$ cat src/rtl/loop_ctrl.sv
// Purpose : nested-loop iteration engine; walks a configured loop nest and emits one step event per point.
// Latency : start sampled at t -> first point at t+1; done pulses the cycle after the last point is accepted.
// Backpr. : stall holds the current point (loop_index_v low, counters frozen); the point is re-presented on release.
//
// Ports:
//   clk, reset                     clock, synchronous active-high reset
//   cfg_loop_iter_v/_iter/_loop_id per-level iteration count write (iterations minus one), IDLE only
//   start, stall                   begin walking the nest; downstream backpressure
//   loop_index_v, loop_index       point accepted this cycle; loop level that stepped to reach it
//   loop_init, loop_last, done     first / final point of the nest; one-cycle completion pulse
module loop_ctrl #(
    parameter int NUM_MAX_LOOPS = 8,
    parameter int LOOP_ID_W     = 5,
    parameter int LOOP_ITER_W   = 16
) (
    input  logic                   clk,
    input  logic                   reset,
    input  logic                   cfg_loop_iter_v,
    input  logic [LOOP_ITER_W-1:0] cfg_loop_iter,
    input  logic [LOOP_ID_W-1:0]   cfg_loop_iter_loop_id,
    input  logic                   start,
    input  logic                   stall,
    output logic                   loop_index_v,
    output logic [LOOP_ID_W-1:0]   loop_index,
    output logic                   loop_init,
    output logic                   loop_last,
    output logic                   done
);

    localparam int IDX_W   = (NUM_MAX_LOOPS > 1) ? $clog2(NUM_MAX_LOOPS) : 1;
    localparam int DEPTH_W = $clog2(NUM_MAX_LOOPS + 1);

    typedef enum logic [1:0] {
        ST_IDLE = 2'd0,
        ST_BUSY = 2'd1,
        ST_DONE = 2'd2
    } state_t;

    state_t                 state_q, state_d;
    logic [DEPTH_W-1:0]     depth_q, depth_d;
    logic [LOOP_ITER_W-1:0] iter_max_q [NUM_MAX_LOOPS];
    logic [LOOP_ITER_W-1:0] iter_max_d [NUM_MAX_LOOPS];
    logic [LOOP_ITER_W-1:0] counter_q  [NUM_MAX_LOOPS];
    logic [LOOP_ITER_W-1:0] counter_d  [NUM_MAX_LOOPS];
    // first_q marks that the presented point is the nest's first (no step yet)
    logic                   first_q, first_d;
    // idx_q is the level that stepped to reach the currently presented point
    logic [LOOP_ID_W-1:0]   idx_q, idx_d;

    logic                   cfg_id_ok;
    logic [IDX_W-1:0]       cfg_idx;
    logic [DEPTH_W-1:0]     cfg_depth;
    logic                   all_max;
    logic [IDX_W-1:0]       step_lvl;
    logic [LOOP_ID_W-1:0]   first_idx;
    logic                   busy;

    assign cfg_id_ok = (int'(cfg_loop_iter_loop_id) < NUM_MAX_LOOPS);
    assign cfg_idx   = cfg_loop_iter_loop_id[IDX_W-1:0];
    assign cfg_depth = DEPTH_W'(cfg_idx) + DEPTH_W'(1);
    assign first_idx = (depth_q == '0) ? '0 : LOOP_ID_W'(depth_q - DEPTH_W'(1));
    assign busy      = (state_q == ST_BUSY);

    // Innermost active level that has not reached its max is the one to step.
    // The compare happens before any increment, so a max of all-ones never wraps.
    always_comb begin
        all_max  = 1'b1;
        step_lvl = '0;
        for (int k = 0; k < NUM_MAX_LOOPS; k++) begin
            if (k < int'(depth_q) && counter_q[k] != iter_max_q[k]) begin
                all_max  = 1'b0;
                step_lvl = IDX_W'(k);
            end
        end
    end

    always_comb begin
        state_d    = state_q;
        depth_d    = depth_q;
        iter_max_d = iter_max_q;
        counter_d  = counter_q;
        first_d    = first_q;
        idx_d      = idx_q;

        case (state_q)
            ST_IDLE: begin
                if (cfg_loop_iter_v && cfg_id_ok) begin
                    iter_max_d[cfg_idx] = cfg_loop_iter;
                    if (cfg_depth > depth_q) begin
                        depth_d = cfg_depth;
                    end
                end
                if (start) begin
                    state_d = ST_BUSY;
                    first_d = 1'b1;
                    idx_d   = '0;
                    for (int k = 0; k < NUM_MAX_LOOPS; k++) begin
                        counter_d[k] = '0;
                    end
                end
            end
            ST_BUSY: begin
                if (!stall) begin
                    if (all_max) begin
                        state_d = ST_DONE;
                    end else begin
                        first_d = 1'b0;
                        idx_d   = LOOP_ID_W'(step_lvl);
                        for (int k = 0; k < NUM_MAX_LOOPS; k++) begin
                            if (k == int'(step_lvl)) begin
                                counter_d[k] = counter_q[k] + LOOP_ITER_W'(1);
                            end else if (k > int'(step_lvl)) begin
                                counter_d[k] = '0;
                            end
                        end
                    end
                end
            end
            ST_DONE: begin
                // Configuration is single-use: the next nest must be written afresh.
                state_d = ST_IDLE;
                depth_d = '0;
                first_d = 1'b0;
                idx_d   = '0;
                for (int k = 0; k < NUM_MAX_LOOPS; k++) begin
                    iter_max_d[k] = '0;
                    counter_d[k]  = '0;
                end
            end
            default: begin
                state_d = ST_IDLE;
            end
        endcase
    end

    always_ff @(posedge clk) begin
        if (reset) begin
            state_q <= ST_IDLE;
            depth_q <= '0;
            first_q <= 1'b0;
            idx_q   <= '0;
            for (int k = 0; k < NUM_MAX_LOOPS; k++) begin
                iter_max_q[k] <= '0;
                counter_q[k]  <= '0;
            end
        end else begin
            state_q    <= state_d;
            depth_q    <= depth_d;
            first_q    <= first_d;
            idx_q      <= idx_d;
            iter_max_q <= iter_max_d;
            counter_q  <= counter_d;
        end
    end

    assign loop_index_v = busy && !stall;
    assign loop_init    = loop_index_v && first_q;
    assign loop_last    = loop_index_v && all_max;
    assign loop_index   = !loop_index_v ? '0 : (first_q ? first_idx : idx_q);
    assign done         = (state_q == ST_DONE);

endmodule
$ cat config.mk
export PLATFORM = sky130hd
export DESIGN_NAME = loop_ctrl
export DESIGN_NICKNAME = d
export VERILOG_FILES = /design/src/rtl/loop_ctrl.sv
export SDC_FILE = /design/constraint.sdc
export NUM_CORES = 1
export LEC_CHECK = 0
export CAP_MARGIN = 20
export CORE_AREA = 2 2 112 196
export CTS_BUF_LIST = sky130_fd_sc_hd__clkbuf_16
export CTS_CLUSTER_SIZE = 24
export DETAILED_ROUTE_END_ITERATION = 8
export DIE_AREA = 0 0 114 198
export PLACE_DENSITY = 0.9
export SYNTH_ARGS = -nofsm -noshare
export SYNTH_HDL_FRONTEND = slang
export SYNTH_SLANG_ARGS = --single-unit
$ cat constraint.sdc
create_clock -name clk -period 2.83 [get_ports clk]
set_input_delay 0.283 -clock clk [delete_from_list [all_inputs] [get_ports clk]]
set_output_delay 0.283 -clock clk [all_outputs]
set_load 0.01 [all_outputs]
== Word level (Yosys, flattened, before mapping) ==
Index checks and enable logic that the tools add are counted.
Cells by class
  bitwise logic cells: 1
  reduce and logical (&&, ||, !) cells: 31
  muxes and demuxes: 57
  magnitude comparators: 19
  $add $sub $neg: 10
  equality and inequality tests: 31
Operators with widths (count)
  $mux 128: 4
  $pmux 128 s3: 1
  $mux 16: 16
  $pmux 128 s2: 1
  $add 16x1->16 const B: 8
  $bwmux 128: 1
  $ne 16x16->1: 8
  $demux 16 s3: 1
  $reduce_and 5->1: 8
  $mux 5: 6
  $ne 3x1->1 const B: 7
  $mux 3: 6
  $lt 3x4->1 const A: 4
  $pmux 5 s3: 1
  $logic_and 1x1->1: 13
  $eq 3x3->1 const A: 4
  $gt 3x3->1 const A: 4
  $mux 1: 12
  $ne 2x2->1 const B: 6
  $lt 1x4->1 const A: 2
  $lt 2x4->1 const A: 2
  $mux 4: 2
  $pmux 4 s2: 1
  $eq 2x3->1 const A: 2
  other kinds (25): 29
Word-level totals
  input bits: 26
  register bits: 268
  output and inout bits: 9
  word-level logic and storage cells: 169

== Logic depth before layout (Yosys ltp) ==
Gate-level depths: netlist of run 1.
  word-level depth: 15
  gate-level depth with buffers: 13
  gate-level depth less buffers: 11

== Least setup slack after synthesis of run 1 ==
OpenSTA, ideal clock, no wires.
  path kind: register to register
  start: register counter_q[68] in the netlist's numbering
  end: register counter_q[91] in the netlist's numbering
  stages on the path, launching flop included: 11
  buffers on the path: 1
  library setup time: 121 ps
  data required time: 2709 ps
  arrival: 2486 ps
  period minus slack after synthesis: 2606 ps
  slack: 224 ps
  cell sequence: dfxtp_1 xnor2_1 nand4_1 nor4_1 a21oi_2 or4b_4 o21ai_2 nor2b_2 buf_6 o21ai_0 o21ai_1
Between the ends
  cells in the longest elaborated chain, start to end: 12
  elaborated cells between the ends (all ways): 21
  those cells by class: order compare (1); eq/ne (4); mux (14); reduce/logical (2)
Ends and longest elaborated chain
  start, declared: RTL line 43  | logic [LOOP_ITER_W-1:0] counter_q [NUM_MAX_LOOPS];
  start signal, assigned: RTL line 152  | counter_q <= counter_d;
  $ne 16x16->1 *: RTL line 70  | if (k < int'(depth_q) && counter_q[k] != iter_max_q[k]) begin
  $logic_and 1x1->1 *: RTL line 70
  $mux 3 (5 in series): RTL line 70
  $eq 3x3->1: RTL line 110  | if (k == int'(step_lvl)) begin
  $mux 16: RTL line 110
  $mux 128: RTL line 104  | if (all_max) begin
  $mux 128: RTL line 103  | if (!stall) begin
  $pmux 128 s3: RTL line 85  | case (state_q)
Mark *: on every way between the ends. The rest lies on a longest branch, timed or not. The select of a mux whose other input is x is not followed.
A chain may end at the register's enable or synchronous reset.

== Worst setup path after layout of run 1 ==
  start: register counter_q[31] in the netlist's numbering
  end: output loop_last
Between the ends
  cells in the longest elaborated chain, start to end: 5
Ends and longest elaborated chain
  $ne 16x16->1: RTL line 70
  $logic_and 1x1->1: RTL line 70
  $mux 1 (2 in series): RTL line 70
  $logic_and 1x1->1: RTL line 158  | assign loop_last = loop_index_v && all_max;
  end, declared: RTL line 26  | output logic loop_last,
Every way passes these cells.

==> metrics.cfg, run 1 <==
[outcome]
status = complete, but fails checks
violations = negative setup slack

[power_and_ir_drop]
peakVddDrop_uv = 736
power_density_nw_per_um2 = 516
total_power_uw = 7930
leakagePower_uw = 0.00589

[final_layout]
finalInstanceArea_um2 = 15400
final_net_count = 1681
stdcell_count = 1907
post-route-util_pct = 72.7
layout_commonest_cell = nor2_1
drive_above_1_share_pct = 17.1
areaGrowthSynthToFinish_pct = 19.5
antenna_cells = 0
final_cell_mix = 243 x nor2_1, 235 x dfxtp_1, 143 x buf_4

[place]
place_congestion = 1.00
port_buffers = 33
place_inst = 1862
dp.final_hpwl_um = 26300
placed_area_um2 = 14300

[synthesis]
syn-instance-count = 1513
netlist_area_um2 = 12900
syn_avg_cell_area_um2 = 8.51
yosysUniqueCellTypes = 70
ys.flop_type = dfxtp_1
syn-num-nets = 1556
ys_ff_latch = 266
ys.warnings.count = 0
async_reset_ff_share_pct = 0
yosysSeqAreaShare_pct = 41.4
synth-edff-count = 0

[detailed_routing]
routed_via_density = 6.42
vias = 12300
drc_errors = 0
routed_wl_um = 38700
wire_per_inst_um = 20.3
postRouteAntennaNets = 0
drt_iter0_markers = 1051
drt_first_pass_iters = 6

[clock_tree]
cts_root_buf = clkbuf_16
numCtsBuffers = 23
insertion_delay_ns = 0.53
numClockSinks = 266
clockBufferDepth = 3
clkSlewWorstSetupHoldPaths_ns = 0.07
cts_tree = yes
htreeDepth = 1

[floorplanning]
start_util_pct = 60.9
die-height_um = 198
core_um2 = 21100
num_rows = 71
dieArea_um2 = 22600
ios = 35
die-width_um = 114

[run]
cap_violations = 0

[setup_path]
arrival_ns = 2.66
critPathCaptureType = output pin
worstSetupPathType = reg2out
reg2reg_from = counter_q[31]
r2r_slack_ns = -0.06
path_max_fanout = 4
r2r_cells = 11
worst_setup_path_start_kind = flip-flop
critPathLaunch = counter_q[31]
r2r-end = counter_q[79]
crit_required_ns = 2.55

[grt]
grt_max_degree = 77
grt_pass1_wl_um = 60100
grt_pass1_vias = 12100
overflow = 0
grt_antenna_before_repair = 0
grt_util_all_layers_pct = 33.2

[timing]
tightest_slew_ns = 0.776
skew_ns = 0.0110
setup_viol = 16
finalCritPeriodShare_pct = 104
rsz0062_at_grt = true
max_freq_mhz = 340
slew_viol_final = 0
fin_crit_ns = 2.94
setup_slack_ns = -0.111
final-hold-violation-count = 0
slew_headroom_pct = 48.3

[min_path]
min_to = iter_max_q[121]
holdPathStages = 2
hp-class = in2reg
worstHoldStart = reset

[synthesized netlist by cell type (all sizes together) (2+ instances only)]
cell,count,share of area (%)
ha,17,1.7
nor3b,7,0.41
nor2b,2,0.12
mux2,2,0.17
a221o,2,0.16
buf,11,0.67
or3,10,0.49
mux2i,8,0.62
a21o,4,0.23
nand2,69,2.0
a21oi,53,2.3
a31o,3,0.20
a22oi,136,7.9
a22o,8,0.54
and4,2,0.14
xor2,61,4.2
nor2,248,7.2
o21a,2,0.12
nor3,27,1.1
o21ai,68,2.7
nor4,20,1.1
nand3b,15,0.87
nor4b,2,0.14
nand4,42,2.0
a31oi,16,0.78
and3,54,2.6
clkbuf,73,2.1
and2,26,1.3
dfxtp,266,41
nand2b,20,0.97
inv,26,0.76
or2,4,0.19
nand3,56,2.2
a211oi,5,0.33
or4b,2,0.18
o31ai,4,0.42
xnor2,124,8.4
o22ai,3,0.15
[state kept, by name, indices dropped and copies added (netlist names)]
name and cells:
counter_q 128, depth_q 4, first_q 1, idx_q 3, iter_max_q 128, state_q 2
[metrics by stage]
stage	setup WS [ns]	hold slack, ns	TNS (ns)
CTS	-0.0739	0.0948	-0.0739
finish	-0.111	0.101	-0.423
floorplan	0.224	0.451	0
global placement	-0.0273	0.467	-0.0340
detailed placement	-0.109	0.487	-1.03
global route	-0.179	0.115	-2.71
[cells by family (layout without fill, tap and decap cells)]
group | count (synthesis) | count (layout) | synth area share, %
AOI/OAI and AO/OA | 314 | 314 | 16.6
xor gates and xnor gates | 185 | 185 | 12.6
adders and majority gates | 17 | 17 | 1.65
buffers and inverters | 110 | 249 | 3.56
DFF | 266 | 266 | 41.4
muxes | 10 | 10 | 0.797
other | 1 | 1 | 0.0291
and+or+nand+nor | 610 | 610 | 23.4
[worst max-delay path by stage]
stage,end,depth (start not counted)
finish,loop_last,9
global route,loop_last,9
CTS,loop_last,9
detailed placement,counter_q[101],10
global placement,counter_q[101],10
floorplan,counter_q[91],10
[per-layer routing]
| metal | GRT usage, % | vias to the layer above | part of all wire [%] |
|---|---|---|---|
| met4 | 23.1 | 0 | 8.1 |
| li1 | - | 5582 | - |
| met2 | 58.5 | 638 | 50 |
| met5 | 0 | - | 0 |
| met3 | 4.87 | 202 | 8.6 |
| met1 | 36.1 | 5828 | 34 |
[cell type report]
class / instances / area (um^2)
clock buffer: 23 / 576
clock inverter: 16 / 179
fill: 1437 / 5760
inverter: 26 / 97.6
multi-input combinational: 1137 / 7300
sequential: 266 / 5370
tap: 255 / 319
timing repair buffer: 184 / 1540
[report_power, final]
group          switching (uW)  leakage [uW]  internal (uW)
clock                    1430      0.000369           1840
combinational             539       0.00337            327
sequential               29.9       0.00216           3760
total                    2000       0.00589           5930
[what timing repair did]
action,4_1_cts,5_1_grt
setup buffers,3,3
setup endpoints to repair,33,118
pin swaps,4,21
resized for setup,31,54
hold buffers,0,0
gates cloned,0,0
[critical path: stages, from the launching register on]
cell     delay (ns)
dfxtp_2        0.36
xnor2_2        0.22
nand4_1        0.22
nor4_2         0.38
buf_4          0.22
a21o_1         0.19
and3_4         0.22
nand2_1        0.08
nor2_2         0.09
buf_2          0.13
Power figures use the tool's default switching activity.
==> inputs of run 2 (changes only) <==
==> constraint.sdc (replaced) <==
create_clock -name clk -period 2.83 [get_ports clk]
set_input_delay 0.283 -clock clk [delete_from_list [all_inputs] [get_ports clk]]
set_output_delay 0.283 -clock clk [all_outputs]
set_load 0.005 [all_outputs]
==> run 2 against run 1 <==
The run still ends with negative setup slack left. Die area unchanged. Clock power down 4%. Register-to-register slack about the same. Power down 1.5%. Worst setup slack better by 0.061 ns. Final cell count up 0.52%. Largest cell class unchanged. Highest routed layer unchanged.
==> metrics.cfg, run 2 (synthesis gave the netlist of run 1 again) <==
[outcome]
status = complete, but fails checks
violations = negative setup slack

[timing]
setup_slack_ns = -0.0499  ; +0.0609 ns
rsz0062_at_grt = true
slew_viol_final = 0  ; unchanged
tightest_slew_ns = 0.946  ; +0.170 ns
max_freq_mhz = 347  ; +2.1%
final-hold-violation-count = 0  ; unchanged
finalCritPeriodShare_pct = 102  ; -2.2 points
fin_crit_ns = 2.88  ; -0.0609 ns
setup_viol = 1  ; -15
slew_headroom_pct = 36.9  ; -11 points
skew_ns = 0.0124  ; +0.00140 ns

[final_layout]
stdcell_count = 1917  ; +0.52%
final_net_count = 1688  ; +0.42%
antenna_cells = 0  ; unchanged
layout_commonest_cell = nor2_1
drive_above_1_share_pct = 18.0  ; +0.92 points
post-route-util_pct = 73.2  ; +0.44 points
areaGrowthSynthToFinish_pct = 20.2
final_cell_mix = 244 x nor2_1, 230 x dfxtp_1, 145 x buf_4
reg_top3 = counter_q x128, iter_max_q x128, depth_q x4

[clock_tree]
numCtsBuffers = 24  ; +4.3%
numClockSinks = 266  ; unchanged
cts_tree = yes
clkSlewWorstSetupHoldPaths_ns = 0.07  ; about the same
clockBufferDepth = 3  ; unchanged
insertion_delay_ns = 0.54  ; about the same
htreeDepth = 1  ; unchanged
cts_root_buf = clkbuf_16

[place]
port_buffers = 33  ; unchanged
dp.final_hpwl_um = 26600  ; +1.1%
place_inst = 1865  ; +0.16%
place_congestion = 1.02  ; +1.9%

[floorplanning]
ios = 35  ; unchanged
num_rows = 71  ; unchanged
dieArea_um2 = 22600  ; unchanged
start_util_pct = 60.9  ; unchanged
die-width_um = 114  ; unchanged
die-height_um = 198  ; unchanged
core_um2 = 21100  ; unchanged

[power_and_ir_drop]
leakagePower_uw = 0.00589  ; about the same
p_int_uw = 5760  ; -2.9%
clkPwrFrac_pct = 40.0  ; -1.3 points
power_density_nw_per_um2 = 505  ; -2.1%
p_sw_share_pct = 26.3  ; +1.1 points
peakVddDrop_uv = 547  ; -26%
combPwrFrac_pct = 11.4  ; +0.5 points
power_switching_uw = 2060  ; +2.8%
p_seq_share_pct = 48.6  ; +0.8 points

[setup_path]
worstSetupPathType = reg2reg
r2r_cells = 13  ; +2
path_max_fanout = 8  ; +4
worst_setup_path_start_kind = flip-flop
crit_required_ns = 3.26  ; +0.71 ns
critPathCaptureType = flip-flop
reg2reg_from = iter_max_q[16]
r2r-end = counter_q[68]
arrival_ns = 3.31  ; +0.65 ns
r2r_slack_ns = -0.05  ; about the same

[run]
cap_violations = 0  ; unchanged

[min_path]
worstHoldStart = start
hp-class = in2reg
holdPathStages = 3  ; +1
min_to = state_q[0]

[detailed_routing]
wire_per_inst_um = 19.9  ; -1.6%
postRouteAntennaNets = 0  ; unchanged
vias = 12100  ; -1.0%
routed_via_density = 6.32  ; -1.6%
drt_iter0_markers = 1046  ; -0.48%
drc_errors = 0  ; unchanged
drt_first_pass_iters = 6  ; unchanged
routed_wl_um = 38200  ; -1.1%

[grt]
grt_antenna_before_repair = 0  ; unchanged
grt_pass1_wl_um = 59300  ; -1.3%
grt_pass1_vias = 12000  ; -1.3%
grt_util_all_layers_pct = 32.7  ; -0.48 points
grt_max_degree = 87  ; +13%
overflow = 0  ; unchanged

==> run 2: cell count changes in the layout (fill, tap and decap cells not counted), sizes merged, moves of 2 or more <==
cell,delta
buf,+4
clkinv,+4
bufinv,-3
clkinvlp,+3
clkbuf,+2
==> run 2: repair_timing <==
item	CTS	global route
endpoints found under the hold margin	1	0
hold buffers	1	0
gates resized for setup	28	76
setup endpoints to repair	89	112
gates cloned	0	1
pin swaps	4	24
buffers inserted	1	6
==> run 2: area by class of cell <==
class	count	area [um^2]
timing repair buffer	190	1580
sequential	266	5380
clock buffer	24	601
multi-input combinational	1137	7360
clock inverter	19	138
inverter	26	97.6
tap	255	319
fill	1456	5670
==> run 2: worst max-delay path by stage <==
stage / to / from / slack [ns] / cells past startpoint
after floorplan: counter_q[91] / counter_q[68] / 0.22 / 10
after global placement: counter_q[15] / counter_q[16] / -0.26 / 12
after detailed placement: counter_q[10] / counter_q[16] / -0.33 / 12
after CTS: loop_last / counter_q[85] / -0.07 / 10
after global routing: counter_q[68] / counter_q[16] / -0.14 / 13
final: counter_q[68] / iter_max_q[16] / -0.05 / 13
==> run 2: through the flow <==
step                power (uW)  cell area, um^2  setup slack [ns]  TNS [ns]  hold WS [ns]
floorplan                 4290            12900             0.224         0         0.451
global placement          4670            14300            -0.256     -3.38         0.469
detailed placement        4680            14300            -0.331     -8.32         0.479
CTS                       7750            15200           -0.0720   -0.0720         0.457
global route              8030            15500            -0.136     -1.78         0.479
finish                    7820            15500           -0.0499   -0.0499         0.463
==> run 2: metal layers <==
metal	track usage [%]	vias to the layer above	share of wire, %
li1	-	5599	-
met1	35.8	5724	35
met2	57.9	592	50
met3	4.71	208	7.2
met4	21.9	0	8.2
met5	0	-	0
==> run 2: power groups by stage <==
stage               registers (uW)  clock network, uW  logic [uW]
floorplan                     3870                  0         417
global placement              3880                  0         791
detailed placement            3880                  0         805
CTS                           3800               3130         825
finish                        3800               3130         893
global route                  3800               3290         939
==> run 2: worst max-delay path, cell delays in order, from the launching register on <==
cell and delay, ns:
dfxtp_1 0.38, xnor2_2 0.13, nand4_1 0.20, nor4_4 0.35, buf_4 0.19, a21o_1 0.14, buf_4 0.14, nand3_4 0.09
buf_6 0.15, o31ai_4 0.32, buf_6 0.20, nand3_1 0.10, xor2_1 0.17, nor2_1 0.19
==> inputs of run 3 (changes only) <==
--- a/config.mk
+++ b/config.mk
@@ -5,7 +5,6 @@
 export SDC_FILE = /design/constraint.sdc
 export NUM_CORES = 1
 export LEC_CHECK = 0
-export CAP_MARGIN = 20
 export CORE_AREA = 2 2 112 196
 export CTS_BUF_LIST = sky130_fd_sc_hd__clkbuf_16
 export CTS_CLUSTER_SIZE = 24
==> constraint.sdc (replaced) <==
create_clock -name clk -period 3 [get_ports clk]
set_input_delay 0.3 -clock clk [delete_from_list [all_inputs] [get_ports clk]]
set_output_delay 0.3 -clock clk [all_outputs]
set_load 0.005 [all_outputs]
==> run 3 against run 2 <==
The flow now finishes without violations. Combinational power is 15% lower. Sequential cell count stayed put. Clock power is 12% higher. Final cell count fell by 2.9%. Die area unchanged. Critical path depth down 3. Final area fell by 2.9%. Via count down 1.9%. First-iteration DRC count down 1.3%. Power up 0.21%. Largest power group unchanged.
==> metrics.cfg, run 3 (synthesis gave the netlist of run 1 again) <==
[outcome]
status = finished clean

[detailed_routing]
routed_via_density = 6.39  ; +1.1%
wl_met3_um = 3030  ; +10%
drt_iter0_markers = 1032  ; -1.3%
drc_errors = 0  ; unchanged
routed_wl_um = 37700  ; -1.4%
met1_length_um = 12900  ; -3.6%
top_layer_used = met4
postRouteAntennaNets = 0  ; unchanged
wire_per_inst_um = 20.3  ; +1.5%
drt_first_pass_iters = 6  ; unchanged
vias = 11900  ; -1.9%
met2_wirelength_um = 18700  ; -1.2%

[final_layout]
reg_top3 = counter_q x128, iter_max_q x128, depth_q x4
final_cell_mix = 244 x nor2_1, 228 x dfxtp_1, 136 x a22oi_1
final_net_count = 1632  ; -3.3%
areaGrowthSynthToFinish_pct = 16.7
fill_cells = 1480  ; +1.6%
drive_above_1_share_pct = 14.4  ; -3.6 points
stdcell_count = 1861  ; -2.9%
antenna_cells = 0  ; unchanged
layout_commonest_cell = nor2_1

[timing]
max_freq_mhz = 341
fin_crit_ns = 2.93
tns_ns = 0  ; +0.0499 ns
skew_ns = 0.0117  ; -0.000643 ns
rsz0062_at_grt = true
hold_ws_ns = 0.272  ; -0.191 ns
slew_viol_final = 0  ; unchanged
slew_headroom_pct = 58.0  ; +21 points
setup_viol = 0  ; -1
tightest_slew_ns = 0.629  ; -0.317 ns
finalCritPeriodShare_pct = 97.8
final-hold-violation-count = 0  ; unchanged
setup_slack_ns = 0.0661  ; +0.116 ns

[floorplanning]
die-height_um = 198  ; unchanged
core_um2 = 21100  ; unchanged
num_rows = 71  ; unchanged
start_util_pct = 60.9  ; unchanged
dieArea_um2 = 22600  ; unchanged
die-width_um = 114  ; unchanged
ios = 35  ; unchanged

[grt]
overflow = 0  ; unchanged
grt_util_all_layers_pct = 32.8  ; +0.060 points
grt_antenna_before_repair = 0  ; unchanged
grt_pass1_vias = 11900  ; -0.38%
grt_max_degree = 115  ; +32%
grt_pass1_wl_um = 59500  ; +0.21%

[setup_path]
reg2reg_from = counter_q[70]
r2r_slack_ns = 0.10  ; +0.15 ns
r2r-end = counter_q[104]
path_max_fanout = 5  ; -3
crit_required_ns = 2.70  ; -0.56 ns
r2r_cells = 11  ; -2
arrival_ns = 2.63  ; -0.68 ns
worst_setup_path_start_kind = flip-flop
critPathCaptureType = output pin
worstSetupPathType = reg2out

[power_and_ir_drop]
leakagePower_uw = 0.00566  ; -4.0%
total_power_uw = 7830  ; +0.21%
power_density_nw_per_um2 = 521  ; +3.2%
p_int_uw = 5930  ; +2.9%
combPwrFrac_pct = 9.7  ; -1.7 points
p_seq_share_pct = 45.7  ; -2.9 points
clkPwrFrac_pct = 44.7  ; +4.7 points
power_switching_uw = 1900  ; -7.5%
peakVddDrop_uv = 621  ; +14%
p_sw_share_pct = 24.3  ; -2.0 points

[min_path]
hp-class = in2reg
min_to = iter_max_q[104]
worstHoldStart = reset
holdPathStages = 2  ; -1

[place]
port_buffers = 33  ; unchanged
place_inst = 1818  ; -2.5%
dp_slack_ns = 0.0394  ; +0.370 ns
dp.final_hpwl_um = 25800  ; -2.8%
place_congestion = 0.975  ; -4.7%

[clock_tree]
clockBufferDepth = 3  ; unchanged
insertion_delay_ns = 0.53  ; about the same
htreeDepth = 1  ; unchanged
clkSlewWorstSetupHoldPaths_ns = 0.07  ; about the same
numCtsBuffers = 24  ; unchanged
cts_tree = yes
numClockSinks = 266  ; unchanged
cts_root_buf = clkbuf_16

[run]
cap_violations = 0  ; unchanged

## run 3: cell types whose count changed in the layout (fill, tap and decap cells not counted), sizes merged
cell,change
buf,-55
bufinv,+6
clkinv,-2
clkinvlp,-4
dlygate4sd2,+1
dlygate4sd3,-1
inv,-1
## run 3: worst max-delay path by stage
stage / slack (ns) / startpoint / to / depth (start not counted)
after global routing: -0.04 / counter_q[115] / loop_last / 10
final: 0.07 / counter_q[121] / loop_last / 10
after global placement: 0.14 / start / counter_q[92] / 9
after detailed placement: 0.04 / start / counter_q[86] / 9
after floorplan: 0.39 / counter_q[68] / counter_q[91] / 10
after CTS: 0.03 / counter_q[111] / loop_last / 10
## run 3: repair_timing
action                                  in CTS  in global routing
endpoints found under the hold margin        0                  0
hold buffers                                 0                  0
setup buffers                                0                  0
gates resized for setup                     23                 44
gates cloned                                 0                  0
endpoints found under the setup margin       2                 45
pin swaps                                    5                  3
## run 3: cell type report
type	instances	area (um^2)	area share (%)
multi-input combinational	1137	7210	48.0
sequential	266	5380	35.8
timing repair buffer	134	1130	7.50
clock buffer	25	626	4.16
tap	255	319	2.12
clock inverter	18	264	1.76
inverter	26	97.6	0.650
## run 3: worst max-delay path, stage by stage (launching register included)
cell	delay, ns
dfxtp_1	0.40
xnor2_1	0.14
nand4_1	0.20
nor4_2	0.27
buf_4	0.16
o22ai_1	0.11
buf_4	0.17
nor3_2	0.15
nand2_1	0.13
nor2_2	0.11
dlygate4sd2_1	0.25
## run 3: stage by stage
stage / util [%] / instance area (um^2)
floorplan: - / 12900
global placement: 66.0 / 14000
detailed placement: 66.0 / 14000
CTS: 70.5 / 14900
global route: 71.1 / 15000
finish: 71.1 / 15000
## run 3: power by group through the flow
| stage | registers, uW | clock network (uW) | logic (uW) |
|---|---|---|---|
| 2_1_floorplan | 3650 | 0 | 394 |
| 3_3_place_gp | 3660 | 0 | 697 |
| 3_5_place_dp | 3660 | 0 | 710 |
| 4_1_cts | 3570 | 3510 | 719 |
| 5_1_grt | 3580 | 3640 | 792 |
| 6_report | 3580 | 3500 | 757 |
## run 3: per-layer routing
metal / up-vias / global-route usage (%)
li1: 5492 / -
met1: 5591 / 35.8
met2: 607 / 57.8
met3: 206 / 5.11
met4: 0 / 22.0
met5: - / 0
